--- src/rtl/stuff_nrzi_tx.sv ---
// Bit-stuffing NRZI line transmitter: stuffs a 0 after six consecutive 1s, buffers the
// stuffed stream in a small FIFO and drives D+/D- with NRZI coding followed by SE0,SE0,J EOP.
module stuff_nrzi_tx #(
    parameter int unsigned FIFO_DEPTH = 32
) (
    input  logic clk,
    input  logic rst_b,
    input  logic bit_in,
    input  logic bit_valid,
    input  logic pkt_end,
    output logic dp,
    output logic dm,
    output logic tx_oe,
    output logic busy,
    output logic eop_done,
    output logic overflow,
    output logic underrun
);

    localparam int unsigned AW = (FIFO_DEPTH > 1) ? $clog2(FIFO_DEPTH) : 1;
    localparam int unsigned CW = AW + 1;
    localparam int unsigned OW = 3;

    typedef enum logic [2:0] {
        IDLE,
        TX,
        SE0_1,
        SE0_2,
        EOP_J
    } state_e;

    state_e               state_q, state_d;
    logic [FIFO_DEPTH-1:0] mem_q, mem_d;
    logic [AW-1:0]        wr_ptr_q, wr_ptr_d;
    logic [AW-1:0]        rd_ptr_q, rd_ptr_d;
    logic [CW-1:0]        count_q, count_d;
    logic [OW-1:0]        ones_q, ones_d;
    logic                 seen_q, seen_d;
    logic                 pending_q, pending_d;
    logic                 dp_q, dp_d;
    logic                 dm_q, dm_d;
    logic                 oe_q, oe_d;
    logic                 busy_q, busy_d;
    logic                 eop_q, eop_d;
    logic                 ovf_q, ovf_d;
    logic                 unr_q, unr_d;

    logic                 head;
    logic                 rd;
    logic                 stuff;
    logic [1:0]           n_wr;
    logic [1:0]           n_acc;
    logic [CW-1:0]        space;

    assign head = mem_q[rd_ptr_q];

    always_comb begin
        state_d   = state_q;
        mem_d     = mem_q;
        wr_ptr_d  = wr_ptr_q;
        rd_ptr_d  = rd_ptr_q;
        count_d   = count_q;
        ones_d    = ones_q;
        seen_d    = seen_q;
        pending_d = pending_q;
        dp_d      = dp_q;
        dm_d      = dm_q;
        oe_d      = oe_q;
        eop_d     = 1'b0;
        ovf_d     = ovf_q;
        unr_d     = unr_q;
        rd        = 1'b0;
        stuff     = 1'b0;
        n_wr      = 2'd0;
        n_acc     = 2'd0;
        space     = '0;

        // Stuffer: sixth consecutive 1 gets a 0 appended in the same edge
        if (bit_valid) begin
            seen_d = 1'b1;
            if (bit_in) begin
                if (ones_q == OW'(5)) begin
                    stuff  = 1'b1;
                    ones_d = '0;
                end else begin
                    ones_d = ones_q + OW'(1);
                end
            end else begin
                ones_d = '0;
            end
            n_wr = stuff ? 2'd2 : 2'd1;
        end

        case (state_q)
            IDLE: begin
                oe_d = 1'b0;
                dp_d = 1'b1;
                dm_d = 1'b0;
                if (count_q != '0) begin
                    // First bit is always referenced to J
                    rd      = 1'b1;
                    state_d = TX;
                    oe_d    = 1'b1;
                    dp_d    = head;
                    dm_d    = ~head;
                end
            end
            TX: begin
                oe_d = 1'b1;
                if (count_q != '0) begin
                    rd   = 1'b1;
                    dp_d = head ? dp_q : ~dp_q;
                    dm_d = head ? dm_q : ~dm_q;
                end else if (pending_q) begin
                    state_d   = SE0_1;
                    pending_d = 1'b0;
                    dp_d      = 1'b0;
                    dm_d      = 1'b0;
                end else begin
                    unr_d = 1'b1;
                end
            end
            SE0_1: begin
                state_d = SE0_2;
                oe_d    = 1'b1;
                dp_d    = 1'b0;
                dm_d    = 1'b0;
            end
            SE0_2: begin
                state_d = EOP_J;
                oe_d    = 1'b1;
                dp_d    = 1'b1;
                dm_d    = 1'b0;
            end
            EOP_J: begin
                state_d = IDLE;
                oe_d    = 1'b0;
                dp_d    = 1'b1;
                dm_d    = 1'b0;
                eop_d   = 1'b1;
            end
            default: begin
                state_d = IDLE;
                oe_d    = 1'b0;
                dp_d    = 1'b1;
                dm_d    = 1'b0;
            end
        endcase

        // Packet end closes the packet for the stuffer; ignored if nothing was accepted
        if (pkt_end && (seen_q || bit_valid)) begin
            pending_d = 1'b1;
            seen_d    = 1'b0;
            ones_d    = '0;
        end

        // FIFO update: the pop this edge frees a slot for this edge's writes
        space = CW'(FIFO_DEPTH) - count_q + CW'(rd);
        if (CW'(n_wr) > space) begin
            n_acc = space[1:0];
            ovf_d = 1'b1;
        end else begin
            n_acc = n_wr;
        end
        if (n_acc != 2'd0) begin
            mem_d[wr_ptr_q] = bit_in;
        end
        if (n_acc == 2'd2) begin
            mem_d[wr_ptr_q + AW'(1)] = 1'b0;
        end
        wr_ptr_d = wr_ptr_q + AW'(n_acc);
        rd_ptr_d = rd_ptr_q + AW'(rd);
        count_d  = count_q + CW'(n_acc) - CW'(rd);

        busy_d = (state_d != IDLE) || (count_d != '0);
    end

    always_ff @(posedge clk or negedge rst_b) begin
        if (!rst_b) begin
            state_q   <= IDLE;
            mem_q     <= '0;
            wr_ptr_q  <= '0;
            rd_ptr_q  <= '0;
            count_q   <= '0;
            ones_q    <= '0;
            seen_q    <= 1'b0;
            pending_q <= 1'b0;
            dp_q      <= 1'b1;
            dm_q      <= 1'b0;
            oe_q      <= 1'b0;
            busy_q    <= 1'b0;
            eop_q     <= 1'b0;
            ovf_q     <= 1'b0;
            unr_q     <= 1'b0;
        end else begin
            state_q   <= state_d;
            mem_q     <= mem_d;
            wr_ptr_q  <= wr_ptr_d;
            rd_ptr_q  <= rd_ptr_d;
            count_q   <= count_d;
            ones_q    <= ones_d;
            seen_q    <= seen_d;
            pending_q <= pending_d;
            dp_q      <= dp_d;
            dm_q      <= dm_d;
            oe_q      <= oe_d;
            busy_q    <= busy_d;
            eop_q     <= eop_d;
            ovf_q     <= ovf_d;
            unr_q     <= unr_d;
        end
    end

    assign dp       = dp_q;
    assign dm       = dm_q;
    assign tx_oe    = oe_q;
    assign busy     = busy_q;
    assign eop_done = eop_q;
    assign overflow = ovf_q;
    assign underrun = unr_q;

endmodule

--- config.mk ---
export PLATFORM = sky130hd
export DESIGN_NAME = stuff_nrzi_tx
export DESIGN_NICKNAME = d
export VERILOG_FILES = /design/src/rtl/stuff_nrzi_tx.sv
export SDC_FILE = /design/constraint.sdc
export NUM_CORES = 1
export LEC_CHECK = 0
export ABC_AREA = 1
export CORE_UTILIZATION = 50
export CTS_CLUSTER_SIZE = 20
export DETAILED_ROUTE_END_ITERATION = 8
export GPL_TIMING_DRIVEN = 0
export PLACE_DENSITY_LB_ADDON = 0.25
export SYNTH_ARGS = -nofsm -noshare
export SYNTH_HDL_FRONTEND = slang
export SYNTH_SLANG_ARGS = --single-unit
--- constraint.sdc ---
create_clock -name clk -period 6.5 [get_ports clk]
set_input_delay 0.975 -clock clk [delete_from_list [all_inputs] [get_ports clk]]
set_output_delay 0.975 -clock clk [all_outputs]
set_load 0.05 [all_outputs]
# After elaboration in Yosys (flattened, before gate mapping)
# Index checks and enable logic that the tools add are counted.
[word_totals]
output_inout_bits = 7
word_cells = 103
register_bits = 63
in_bits = 5
[classes]
n_addsub = 8
n_reduce_logical = 17
n_bitwise = 7
order_cmp = 6
eq_ne = 9
n_mux = 41
[ops]
columns = ["operator", "count"]
rows = [
  ["32-bit 2-to-1 mux", 2],
  ["32-bit AND", 1],
  ["32-bit bitwise mux", 1],
  ["32-bit inverter", 1],
  ["1-bit 2-to-1 mux", 21],
  ["3-bit 2-to-1 mux", 7],
  ["5-bit by 6-bit less-than comparator with 1-bit output (second input constant)", 3],
  ["3-bit one-hot mux with 4 select lines", 1],
  ["6-bit nonzero test", 2],
  ["1-bit demux with 5-bit select", 2],
  ["5-bit by 1-bit >= comparator with 1-bit output (second input constant)", 2],
  ["6-bit by 1-bit adder with 6-bit output", 1],
  ["6-bit by 2-bit adder with 6-bit output", 1],
  ["3-bit by 2-bit == test with 1-bit output (second input constant)", 2],
  ["3-bit == test (second input constant)", 2],
  ["2-bit by 6-bit > comparator with 1-bit output", 1],
  ["2-bit 2-to-1 mux", 3],
  ["3-bit != test (second input constant)", 2],
  ["2-bit nonzero test", 3],
  ["6-bit by 1-bit subtractor with 6-bit output", 1],
  ["6-bit subtractor (first input constant)", 1],
  ["5-bit by 1-bit adder with 5-bit output", 1],
  ["5-bit by 1-bit adder with 5-bit output (second input constant)", 1],
  ["5-bit by 2-bit adder with 5-bit output", 1],
  ["16 further kinds", 25],
]

# Depth between registers and ports, before layout
[depth]
word_depth = 12
ltp_mapped = 29
mapped_depth_nobuf = 28

# Worst setup path before layout
# Ideal clock, no wire load.
[synth_timing]
path_kind = "reg2reg"
start = "register count_q[3]"
end = "register busy_q, in the netlist busy"
synth_period_minus_slack_ns = 4.212
path_slack_ns = 2.288
setup_time_ns = 0.132
stages_incl_launch_ff = 28
path_buffers = 1
arrival_ns = 4.080
required_ns = 6.368
cell_sequence = "dfrtp_1 > inv_1 > ha_1 > nand2_1 > nor3_1 > inv_1 > nand2_1 > ha_1 > inv_1 > ha_1 > inv_1 > ha_1 > nand2_1 > nand2_1 > nand3_1 > nor2_4 > nand4_2 > nand2_2 > buf_2 > nand2_1 > nand2_1 > ha_1 > inv_1 > fa_1 > o21ai_0 > xnor2_1 > nor4_1 > nand3b_1"
[synth_via]
elab_chain_len = 10
word_cells_on_any_way = 15
classes_between = "4 x add/sub; 1 x order compare; 6 x mux; 4 x reduce/logical"
[synth_rtl]
columns = ["element", "line", "source"]
rows = [
  ["start, declared", "36", "logic [CW-1:0] count_q, count_d;"],
  ["start signal, assigned", "200", "count_q <= count_d;"],
  ["branches (longest 7 deep; another with 6-bit subtractor)", "-", ""],
  ["6-bit by 1-bit subtractor with 6-bit output *", "173", "count_d = count_q + CW'(n_acc) - CW'(rd);"],
  ["net count_d[4]", "36", ""],
  ["6-bit nonzero test *", "175", "busy_d = (state_d != IDLE) || (count_d != '0);"],
  ["1-bit logical OR *", "175", ""],
  ["net busy_d", "43", "logic busy_q, busy_d;"],
  ["end signal, assigned", "207", "busy_q <= busy_d;"],
  ["end, declared", "43", ""],
]
# Mark *: on every way through the listed nets, which the timed path passes.
# A chain may end at the register's enable or synchronous reset.

# Worst setup path in the final report
# Ends and elaborated chain as after synthesis.

==> flow_metrics.py <==
metrics = {
    "power": {
        "p_sw_share_pct": 49.2,
        "seqPwrFrac_pct": 29.1,
        "p_switching_mw": 1.11,
        "power_density_mw_per_mm2": 475,
        "clkPwrFrac_pct": 15.7,
        "peakVddDrop_v": 0.000312,
        "p_leak_nw": 2.54,
        "p_comb_share_pct": 55.2,
        "internal_power_mw": 1.15,
    },
    "floorplan": {
        "initial_utilization_pct": 52.0,
        "die_area_mm2": 0.00900,
        "core_mm2": 0.00830,
        "die_w_um": 94.9,
        "fp.dieH_um": 94.9,
        "ios": 12,
        "rows": 33,
    },
    "routing": {
        "wirelength_mm": 11.3,
        "drc": 0,
        "drtAntennaViolNets": 0,
        "vias_per_cell": 5.45,
        "first_pass_iters": 5,
        "wl_per_cell_um": 14.5,
        "vias": 4255,
        "drt_iter0_markers": 315,
    },
    "worst_setup_path": {
        "crit_fanout": 10,
        "startpoint_type": "flip-flop",
        "reg2reg_from": "count_q[3]$_DFF_PN0_",
        "reg2reg_slack_ns": 1.46,
        "crit_type": "flip-flop to flip-flop",
        "ff2ff_path_depth": 27,
        "worstPathArrival_ns": 5.28,
        "endpoint_kind": "flip-flop",
        "timing.rr.end": "busy$_DFF_PN0_",
        "crit_path_start": "count_q[3]$_DFF_PN0_",
        "critPathRequiredTime_ns": 6.74,
    },
    "min_path": {
        "hold_path_class": "flip-flop to flip-flop",
        "hp-start": "underrun$_DFFE_PN0P_",
        "hold_depth": 1,
        "hold_end": "underrun$_DFFE_PN0P_",
    },
    "clocking": {
        "clk_path_buf_depth": 2,
        "clkLatencyLatePin_ns": 0.36,
        "cts_buffers": 9,
        "cts_root_buf": "clkbuf_8",
        "cts_setup_buffers": 0,
        "clkTransAtPathRegs_ns": 0.07,
        "cts_tree": "yes",
        "ctsHoldBuffers": 0,
        "cts_resized": 0,
        "htree_levels": 3,
        "clock_sinks": 63,
    },
    "logic_synthesis": {
        "yosysMostFrequentCell": "nand2_1",
        "synth_top_cell_area_share_pct": 36.0,
        "ys_seq_area_share_pct": 36.6,
        "synth_area_per_cell_um2": 6.65,
        "syn-num-nets": 670,
        "synth_common_cells": "nand2_1 (226), inv_1 (93), dfrtp_1 (62)",
        "yosys_warnings": 0,
        "synth_area_mm2": 0.00431,
        "ys_ff_latch": 63,
        "synthArstFlopShare_pct": 100,
        "synth_area_leaders": "dfrtp_1 (36%), nand2_1 (20%), inv_1 (8.1%)",
        "synth_ff_type": "dfrtp_1",
        "netlist_instances": 649,
        "synth_cell_types": 37,
        "yosys.area.top_type": "dfrtp_1",
        "synth_edf_count": 0,
    },
    "grt": {
        "track_usage_pct": 27.9,
        "antenna_found_initial": 0,
        "grt_max_degree": 64,
        "grt_pass1_wl_mm": 18.9,
        "overflow": 0,
        "grt_pass1_vias": 3981,
    },
    "sta": {
        "hold_slack_ns": 0.452,
        "period_minus_slack_ns": 5.04,
        "fmax_mhz": 198,
        "tightest_slew_ns": 0.807,
        "finalHoldViolations": 0,
        "max_slew_margin_pct": 46.0,
        "setup_viol_count_final": 0,
        "rsz0062_at_grt": "false",
        "slew_violations": 0,
        "tns_ns": 0,
        "min_period_over_period_pct": 77.6,
        "clock_skew_ns": 0.00518,
    },
    "outcome": {
        "run_status": "finished, final reports clean",
    },
    "placement": {
        "gp_congestion": 0.937,
        "numPortBuffers": 11,
        "hpwlAfterDp_mm": 8.10,
    },
    "layout": {
        "drive_gt1_share_pct": 7.10,
        "layout.nets": 692,
        "n_antenna_cell": 0,
        "area_growth_pct": 10.1,
    },
    "flow_run": {
        "maxCapViolCount": 0,
    },
}
-- layout by cell type, fill, tap and decap left out, drive strengths merged, types with 2 or more instances in the layout --
cell             n
nand2          232
inv             93
nand3           63
o21ai           63
dfrtp           62
nor2            53
a21oi           17
clkbuf          16
ha              15
buf             14
clkdlybuf4s50   10
nand4            8
xor2             6
nor3             4
clkinv           4
a31oi            2
xnor2            2
clkinvlp         2
-- cells by family after synthesis --
group,count (synthesis),share of synthesized area [%]
buf+inv,113,10.9
compound gates,85,10.5
xor+xnor,8,1.62
simple gates,364,35.6
fa+ha+maj,16,4.81
flops,63,36.6
-- flip-flops by register name, summed over array words and instances, names as in the netlist --
signal and cells:
busy 1, state_q 3, rd_ptr_q 5, overflow 1
pending_q 1, count_q 6, wr_ptr_q 5, mem_q 32
ones_q 3, seen_q 1, dp 1, tx_oe 1
underrun 1, eop_done 1, dm 1
-- area by class of cell --
cell class | count | area (um2)
Buffer | 19 | 118
Clock buffer | 10 | 138
Clock inverter | 6 | 60.1
Fill cell | 788 | 3550
Inverter | 94 | 353
Multi-Input combinational cell | 473 | 2270
Sequential cell | 63 | 1580
Tap cell | 105 | 131
Timing Repair Buffer | 11 | 108
-- critical path, stage by stage, from the launching register on --
cell	delay, ns
dfrtp_1	0.41
inv_1	0.14
ha_1	0.22
nand2_1	0.08
nor3_1	0.38
inv_1	0.17
nand2_1	0.18
ha_1	0.17
inv_1	0.08
ha_1	0.30
inv_1	0.06
ha_1	0.29
nand2_1	0.05
nand2_1	0.05
nand3_1	0.10
nor2_4	0.15
nand4_2	0.14
nand2_2	0.18
buf_2	0.28
nand2_1	0.14
nand2_1	0.09
ha_1	0.17
inv_1	0.06
fa_1	0.39
o21ai_0	0.24
xnor2_1	0.13
nor4_1	0.17
nand3b_1	0.10
-- worst max-delay path by stage --
stage / endpoint / slack [ns] / cells after the start
2_1_floorplan: busy$_DFF_PN0_ / 2.29 / 27
3_3_place_gp: busy$_DFF_PN0_ / 1.55 / 27
3_5_place_dp: busy$_DFF_PN0_ / 1.46 / 27
4_1_cts: busy$_DFF_PN0_ / 1.45 / 27
5_1_grt: busy$_DFF_PN0_ / 0.89 / 27
6_report: busy$_DFF_PN0_ / 1.46 / 27
-- power by group through the flow --
stage | Clock (mW) | Sequential [mW] | Combinational, mW
after floorplan | 0 | 0.657 | 0.919
after global placement | 0 | 0.654 | 1.19
after detailed placement | 0 | 0.660 | 1.23
after CTS | 0.359 | 0.653 | 1.23
after global routing | 0.379 | 0.675 | 1.42
final | 0.355 | 0.657 | 1.24
-- stage by stage --
step | instance area [um2] | util [%] | power [mW] | instances | setup slack (ns)
floorplan | 4310 | - | 1.58 | 649 | 2.29
global placement | 4560 | 54.9 | 1.84 | 765 | 1.55
detailed placement | 4550 | 54.9 | 1.89 | 765 | 1.46
CTS | 4750 | 57.2 | 2.25 | 781 | 1.45
global route | 4750 | 57.2 | 2.47 | 781 | 0.894
finish | 4750 | 57.2 | 2.26 | 781 | 1.46
-- layer usage --
layer	GRT usage, %	share of wire (%)
met4	17.8	4.9
met5	0	0
met2	43.9	46
met3	6.28	5.6
met1	34.3	44
Power figures use the tool's default switching activity.
